File: src/rtl/arb_mux.sv
// Round-robin merge of SIZE valid/ready streams onto one output stream, tagging each beat with its source index.
// Optional macro ARB_MUX_OUT_REG_EN inserts a one-entry output register after the arbiter (1 cycle latency).
module arb_mux #(
    parameter int SIZE  = 2,
    parameter int WIDTH = 16,
    parameter int IDXW  = 1
) (
    input  logic                    clk,
    input  logic                    rst,
    input  logic [SIZE-1:0]         din_valid,
    output logic [SIZE-1:0]         din_ready,
    input  logic [SIZE*WIDTH-1:0]   din_data,
    output logic                    dout_valid,
    input  logic                    dout_ready,
    output logic [WIDTH-1:0]        dout_data,
    output logic [IDXW-1:0]         dout_idx
);

    localparam logic [0:0] ST_IDLE   = 1'b0;
    localparam logic [0:0] ST_LOCKED = 1'b1;

    logic [0:0]       state_q, state_d;
    logic [IDXW-1:0]  prio_ptr_q, prio_ptr_d;
    logic [IDXW-1:0]  lock_idx_q, lock_idx_d;

    logic [IDXW-1:0]  scan_sel;
    logic [IDXW-1:0]  sel;
    logic             sel_valid;
    logic [WIDTH-1:0] sel_data;
    logic             arb_valid;
    logic             arb_ready;
    logic             arb_fire;
    int               scan_best;
    int               scan_dist;

    function automatic logic [IDXW-1:0] wrap_inc(input logic [IDXW-1:0] idx);
        int nxt;
        nxt = int'(idx) + 1;
        if (nxt >= SIZE) begin
            nxt = 0;
        end
        return IDXW'(nxt);
    endfunction

    // Pick the valid input closest (circularly) to prio_ptr; distance 0 wins outright.
    always_comb begin
        scan_sel  = '0;
        scan_best = SIZE;
        scan_dist = 0;
        for (int i = 0; i < SIZE; i++) begin
            scan_dist = i - int'(prio_ptr_q);
            if (scan_dist < 0) begin
                scan_dist = scan_dist + SIZE;
            end
            if (din_valid[i] && (scan_dist < scan_best)) begin
                scan_best = scan_dist;
                scan_sel  = IDXW'(i);
            end
        end
    end

    assign sel = (state_q == ST_LOCKED) ? lock_idx_q : scan_sel;

    always_comb begin
        sel_valid = 1'b0;
        sel_data  = '0;
        for (int i = 0; i < SIZE; i++) begin
            if (sel == IDXW'(i)) begin
                sel_valid = din_valid[i];
                sel_data  = din_data[i*WIDTH +: WIDTH];
            end
        end
    end

    // Reset masks the request side so nothing transfers on the reset cycle.
    assign arb_valid = !rst && ((state_q == ST_LOCKED) ? sel_valid : (|din_valid));
    assign arb_fire  = arb_valid && arb_ready;

    always_comb begin
        din_ready = '0;
        for (int i = 0; i < SIZE; i++) begin
            din_ready[i] = arb_fire && (sel == IDXW'(i));
        end
    end

    always_comb begin
        state_d    = state_q;
        prio_ptr_d = prio_ptr_q;
        lock_idx_d = lock_idx_q;
        case (state_q)
            ST_IDLE: begin
                if (arb_valid) begin
                    if (arb_ready) begin
                        prio_ptr_d = wrap_inc(sel);
                    end else begin
                        state_d    = ST_LOCKED;
                        lock_idx_d = sel;
                    end
                end
            end
            ST_LOCKED: begin
                if (arb_ready) begin
                    state_d    = ST_IDLE;
                    prio_ptr_d = wrap_inc(lock_idx_q);
                end
            end
            default: state_d = ST_IDLE;
        endcase
    end

    always_ff @(posedge clk) begin
        if (rst) begin
            state_q    <= ST_IDLE;
            prio_ptr_q <= '0;
            lock_idx_q <= '0;
        end else begin
            state_q    <= state_d;
            prio_ptr_q <= prio_ptr_d;
            lock_idx_q <= lock_idx_d;
        end
    end

`ifdef ARB_MUX_OUT_REG_EN
    logic             out_vld_q, out_vld_d;
    logic [WIDTH-1:0] out_data_q, out_data_d;
    logic [IDXW-1:0]  out_idx_q, out_idx_d;

    // The register accepts a new beat whenever it is empty or draining this cycle.
    assign arb_ready = !out_vld_q || dout_ready;

    always_comb begin
        out_vld_d  = out_vld_q;
        out_data_d = out_data_q;
        out_idx_d  = out_idx_q;
        if (arb_fire) begin
            out_vld_d  = 1'b1;
            out_data_d = sel_data;
            out_idx_d  = sel;
        end else if (dout_ready) begin
            out_vld_d  = 1'b0;
        end
    end

    always_ff @(posedge clk) begin
        if (rst) begin
            out_vld_q <= 1'b0;
        end else begin
            out_vld_q <= out_vld_d;
        end
        out_data_q <= out_data_d;
        out_idx_q  <= out_idx_d;
    end

    assign dout_valid = out_vld_q && !rst;
    assign dout_data  = out_data_q;
    assign dout_idx   = out_idx_q;
`else
    assign arb_ready  = dout_ready;
    assign dout_valid = arb_valid;
    assign dout_data  = sel_data;
    assign dout_idx   = sel;
`endif

endmodule
File: config.mk
export PLATFORM = sky130hd
export DESIGN_NAME = arb_mux
export DESIGN_NICKNAME = d
export VERILOG_FILES = /design/src/rtl/arb_mux.sv
export SDC_FILE = /design/constraint.sdc
export NUM_CORES = 1
export LEC_CHECK = 0
export CAP_MARGIN = 20
export CORE_UTILIZATION = 24
export DETAILED_ROUTE_END_ITERATION = 12
export PLACE_DENSITY = 0.78
export SYNTH_ARGS = -nofsm -noshare
export SYNTH_HDL_FRONTEND = slang
export SYNTH_SLANG_ARGS = --single-unit
File: constraint.sdc
create_clock -name clk -period 1.95 [get_ports clk]
set_input_delay 0.39 -clock clk [delete_from_list [all_inputs] [get_ports clk]]
set_output_delay 0.39 -clock clk [all_outputs]
set_load 0.005 [all_outputs]
# After elaboration in Yosys (flattened, before gate mapping)
# Index checks and enable logic that the tools add are counted.
# classes
n_addsub	6
n_mul	0
div_mod_pow	0
order_cmp	6
n_eq_ne	3
shifts	0
n_mux	17
bitwise_logic	3
reduce_logical	10
# op_table
operator	n
2-to-1 mux 32 bit	3
< comparator 32 x 3 -> 1 bit, second input constant	1
< comparator 32 bit	1
2-to-1 mux 16 bit	1
2-to-1 mux 1 bit	11
adder 2 x 3 -> 4 bit, second input constant	2
logical AND 1 bit	6
!= test 2 bit, second input constant	3
AND reduction 3 bit	2
adder 1 x 1 -> 2 bit, second input constant	2
greater-or-equal comparator 2 bit, second input constant	2
< comparator 2 x 1 -> 1 bit, second input constant	2
case mux 1 bit (2 select lines)	2
subtractor 1 x 1 -> 2 bit, first input constant	2
NOT 1 bit	3
OR reduction 2 bit	1
zero test 1 bit	1
# word_totals
ff_bits	3
latchBits	0
ramBits	0
romBits	0
out_inout_bits	20
wordCells	48
n_memories	0

# Logic depth before layout (Yosys ltp)
# depth
word_depth	16
mapped_depth	5
depth_no_buf	3

# Worst setup path after synthesis
# Ideal clock, no wire load.
# synth_path
path_type	input port to output port
from	input port din_valid[1]
to	output port dout_data[2]
t_arrival_ns	1.295
required_ns	1.560
path_slack_ns	0.265
path_stages	5
n_path_buf	2
cell_sequence	nor2b_2 > a22o_1 > buf_6 > buf_6 > mux2_4
# synth_via
elab_chain_cells	4
# synth_lines
item	line	text
start: declaration	10	input logic [SIZE-1:0] din_valid,
logical AND 1 bit	55	if (din_valid[i] && (scan_dist < scan_best)) begin
2-to-1 mux 1 bit	55	
2-to-1 mux 1 bit	62	assign sel = (state_q == ST_LOCKED) ? lock_idx_q : scan_sel;
via dout_idx	16	output logic [IDXW-1:0] dout_idx
2-to-1 mux 16 bit	68	if (sel == IDXW'(i)) begin
end: declaration	15	output logic [WIDTH-1:0] dout_data,
# The timed path passes the listed nets, and every way through them passes these cells.

# Worst setup path in the final report
# layout_path
from	input port din_valid[1]
to	output port dout_idx
# layout_via
elab_chain_cells	3
# layout_lines
item	line
logical AND 1 bit	55
2-to-1 mux 1 bit	55
2-to-1 mux 1 bit	62
end: declaration	16
# Every way passes these cells.

==> impl_metrics.tcl <==
set metrics [dict create \
    yosys.area.top_type_share 0.246 \
    rows 14 \
    period_share 0.982 \
    layout_commonest_cell "clkdlybuf4s50_1" \
    dp_hpwl_um 1360 \
    leakagePower_nw 0.481 \
    violations "DRC" \
    numPortBuffers 56 \
    cp_slowest_cell "clkdlybuf4s50_1" \
    syn_inst 43 \
    crit_arrival_ns 1.52 \
    dieArea_um2 1950 \
    clock_path_buffers 2 \
    power.density_nw_per_um2 397 \
    cp-start-kind "primary input" \
    internal_power_w 0.000311 \
    synth_seq_cells 3 \
    grt_max_degree 7 \
    core_um2 1580 \
    die_x_um 44.2 \
    cts_made_buffers 3 \
    grt_pass1_wl_um 2630 \
    layout.nets 151 \
    hp-class "flip-flop to flip-flop" \
    ys_warn_count 0 \
    grt_pass1_vias 609 \
    clk_latency_ns 0.23 \
    endpoint_kind "primary output" \
    synth.area.top_cells "mux2_4 (25%), dfxtp_1 (14%), mux2_2 (13%), mux2_1 (11%), buf_6 (5.3%)" \
    syn_avg_cell_area_um2 9.92 \
    viasPerCell 4.71 \
    grt_overflow 0 \
    ys_types 19 \
    cts-root-buf "clkbuf_4" \
    cts.sinks 3 \
    cp_top_family "buffers and inverters" \
    io-pin-count 57 \
    fillerInstances 143 \
    yosysTopAreaCell "mux2_4" \
    pre_cts_ws_ns -0.600 \
    drive_gt1_frac 0.442 \
    tightest_slew_ns 0.322 \
    fmax_mhz 522 \
    clkPwrFrac 0.254 \
    cts.clk_slew.worst_paths_ns 0.04 \
    path_buf_inv 3 \
    drcViolationCount 1 \
    postLayoutSetupSlackWorst_ns 0.0354 \
    worstSetupPathType "primary input to primary output" \
    avgRoutedWirePerCell_um 14.0 \
    power_switching_w 0.000111 \
    synthesis.nets 80 \
    cts_tree "built" \
    regArea_um2 63.8 \
    area_delta_synth_final_pct 149 \
    slew_viol_final 0 \
    cts_hold_buffers 0 \
    diodes 0 \
    die_h_um 44.2 \
    drv_cap 0 \
    path_cells "clkdlybuf4s15_1, nor2b_4, a22o_4, buf_6, clkdlybuf4s50_1" \
    postRouteAntennaNets 0 \
    htreeDepth 1 \
    finClkSkew_ns 0.00316 \
    vias 608 \
    path_max_fanout 5 \
    gp_congestion 0.687 \
    wl_um 1800 \
    final_cell_mix "clkdlybuf4s50_1 (35), buf_2 (12), mux2_4 (8)" \
    initial_core_util 0.271 \
    setup_viol 0 \
    track_usage 0.185 \
    ir_worst_vdd_uv 367 \
    required_ns 1.56 \
    drt-initial-drc-count 7 \
    syn_area_um2 427 \
    swShare 0.263 \
    multi_input_area_um2 358 \
    slowest_delay_ns 0.44 \
    ys_seq_area_frac 0.141 \
    relSlewSlack 0.785 \
    power_frac_comb 0.579 \
    drtPass1Iterations 12 \
    p_seq_frac 0.167 \
    hold_viol 0 \
    tns_ns 0 \
    antenna_found_initial 0 \
    finalCriticalPeriod_ns 1.91 \
    status "complete, but fails checks" \
]
-- cell families after synthesis --
group / Yosys count / share of synthesized area
DFF: 3 / 0.141
buffers and inverters: 4 / 0.0704
muxes: 16 / 0.484
AOI/OAI and AO/OA: 9 / 0.144
and+or+nand+nor: 11 / 0.161
-- sequential cells by signal (all words and copies together), names as in the netlist --
register and cells:
lock_idx_q 1, prio_ptr_q 1, state_q 1
-- per-layer routing --
metal	up-vias	global-route usage	wire (µm)
met5	-	0	0
met4	0	0.0909	0
met3	0	0.0571	157
met2	33	0.347	960
met1	271	0.181	686
li1	304	-	-
-- final timing paths --
path,from,to,slack [ns],cells after the start
min,lock_idx_q,lock_idx_q,0.60,2
max,din_valid[1],dout_idx,0.04,5
max reg2reg,state_q,prio_ptr_q,0.65,5
min reg2reg,lock_idx_q,lock_idx_q,0.60,2
-- synthesized netlist by cell type --
master,number
a211oi_1,2
a21oi_1,2
a221oi_1,1
a22o_1,2
buf_6,2
dfxtp_1,3
inv_1,2
mux2_1,4
mux2_2,5
mux2_4,7
nand2_1,1
nand2b_1,1
nor2_1,1
nor2b_1,1
nor2b_2,1
nor3_1,4
nor3b_2,1
o21ai_0,2
or2b_1,1
-- per-stage QoR --
step                      std cells  hold slack, ns  instance area (µm²)  power, W   util
after floorplan                  43           0.459                  427  0.000159      -
after global placement          122           0.562                 1050  0.000318  0.667
after detailed placement        122           0.576                 1050  0.000324  0.667
after CTS                       128           0.594                 1070  0.000430  0.677
after global routing            129           0.622                 1060  0.000451  0.674
final                           129           0.596                 1060  0.000422  0.674
-- worst reg2reg max path: stages, from the launching register on --
cell,delay [ns]
dfxtp_4,0.37
nor2b_4,0.05
buf_4,0.12
buf_4,0.13
a22o_1,0.19
a221oi_1,0.32
-- power by group through the flow --
stage / Clock (W) / Sequential [W] / Combinational (W)
CTS: 0.000114 / 0.0000705 / 0.000245
detailed placement: 0 / 0.0000702 / 0.000254
floorplan: 0 / 0.0000711 / 0.0000878
global placement: 0 / 0.0000701 / 0.000248
global route: 0.000121 / 0.0000709 / 0.000259
finish: 0.000107 / 0.0000704 / 0.000244
-- area by class of cell --
cell class,instances,area share
Multi-Input combinational cell,36,0.337
Tap cell,16,0.0188
Sequential cell,3,0.0601
Clock buffer,4,0.0247
Inverter,2,0.00707
Timing Repair Buffer,68,0.552
-- what timing repair did --
action / 4_1_cts / 5_1_grt
gates resized for setup: 77 / 8
gates cloned: 2 / 0
buffers inserted: 0 / 1
pin swaps: 2 / 2
setup endpoints to repair: 20 / 10
Power figures use the tool's default switching activity.
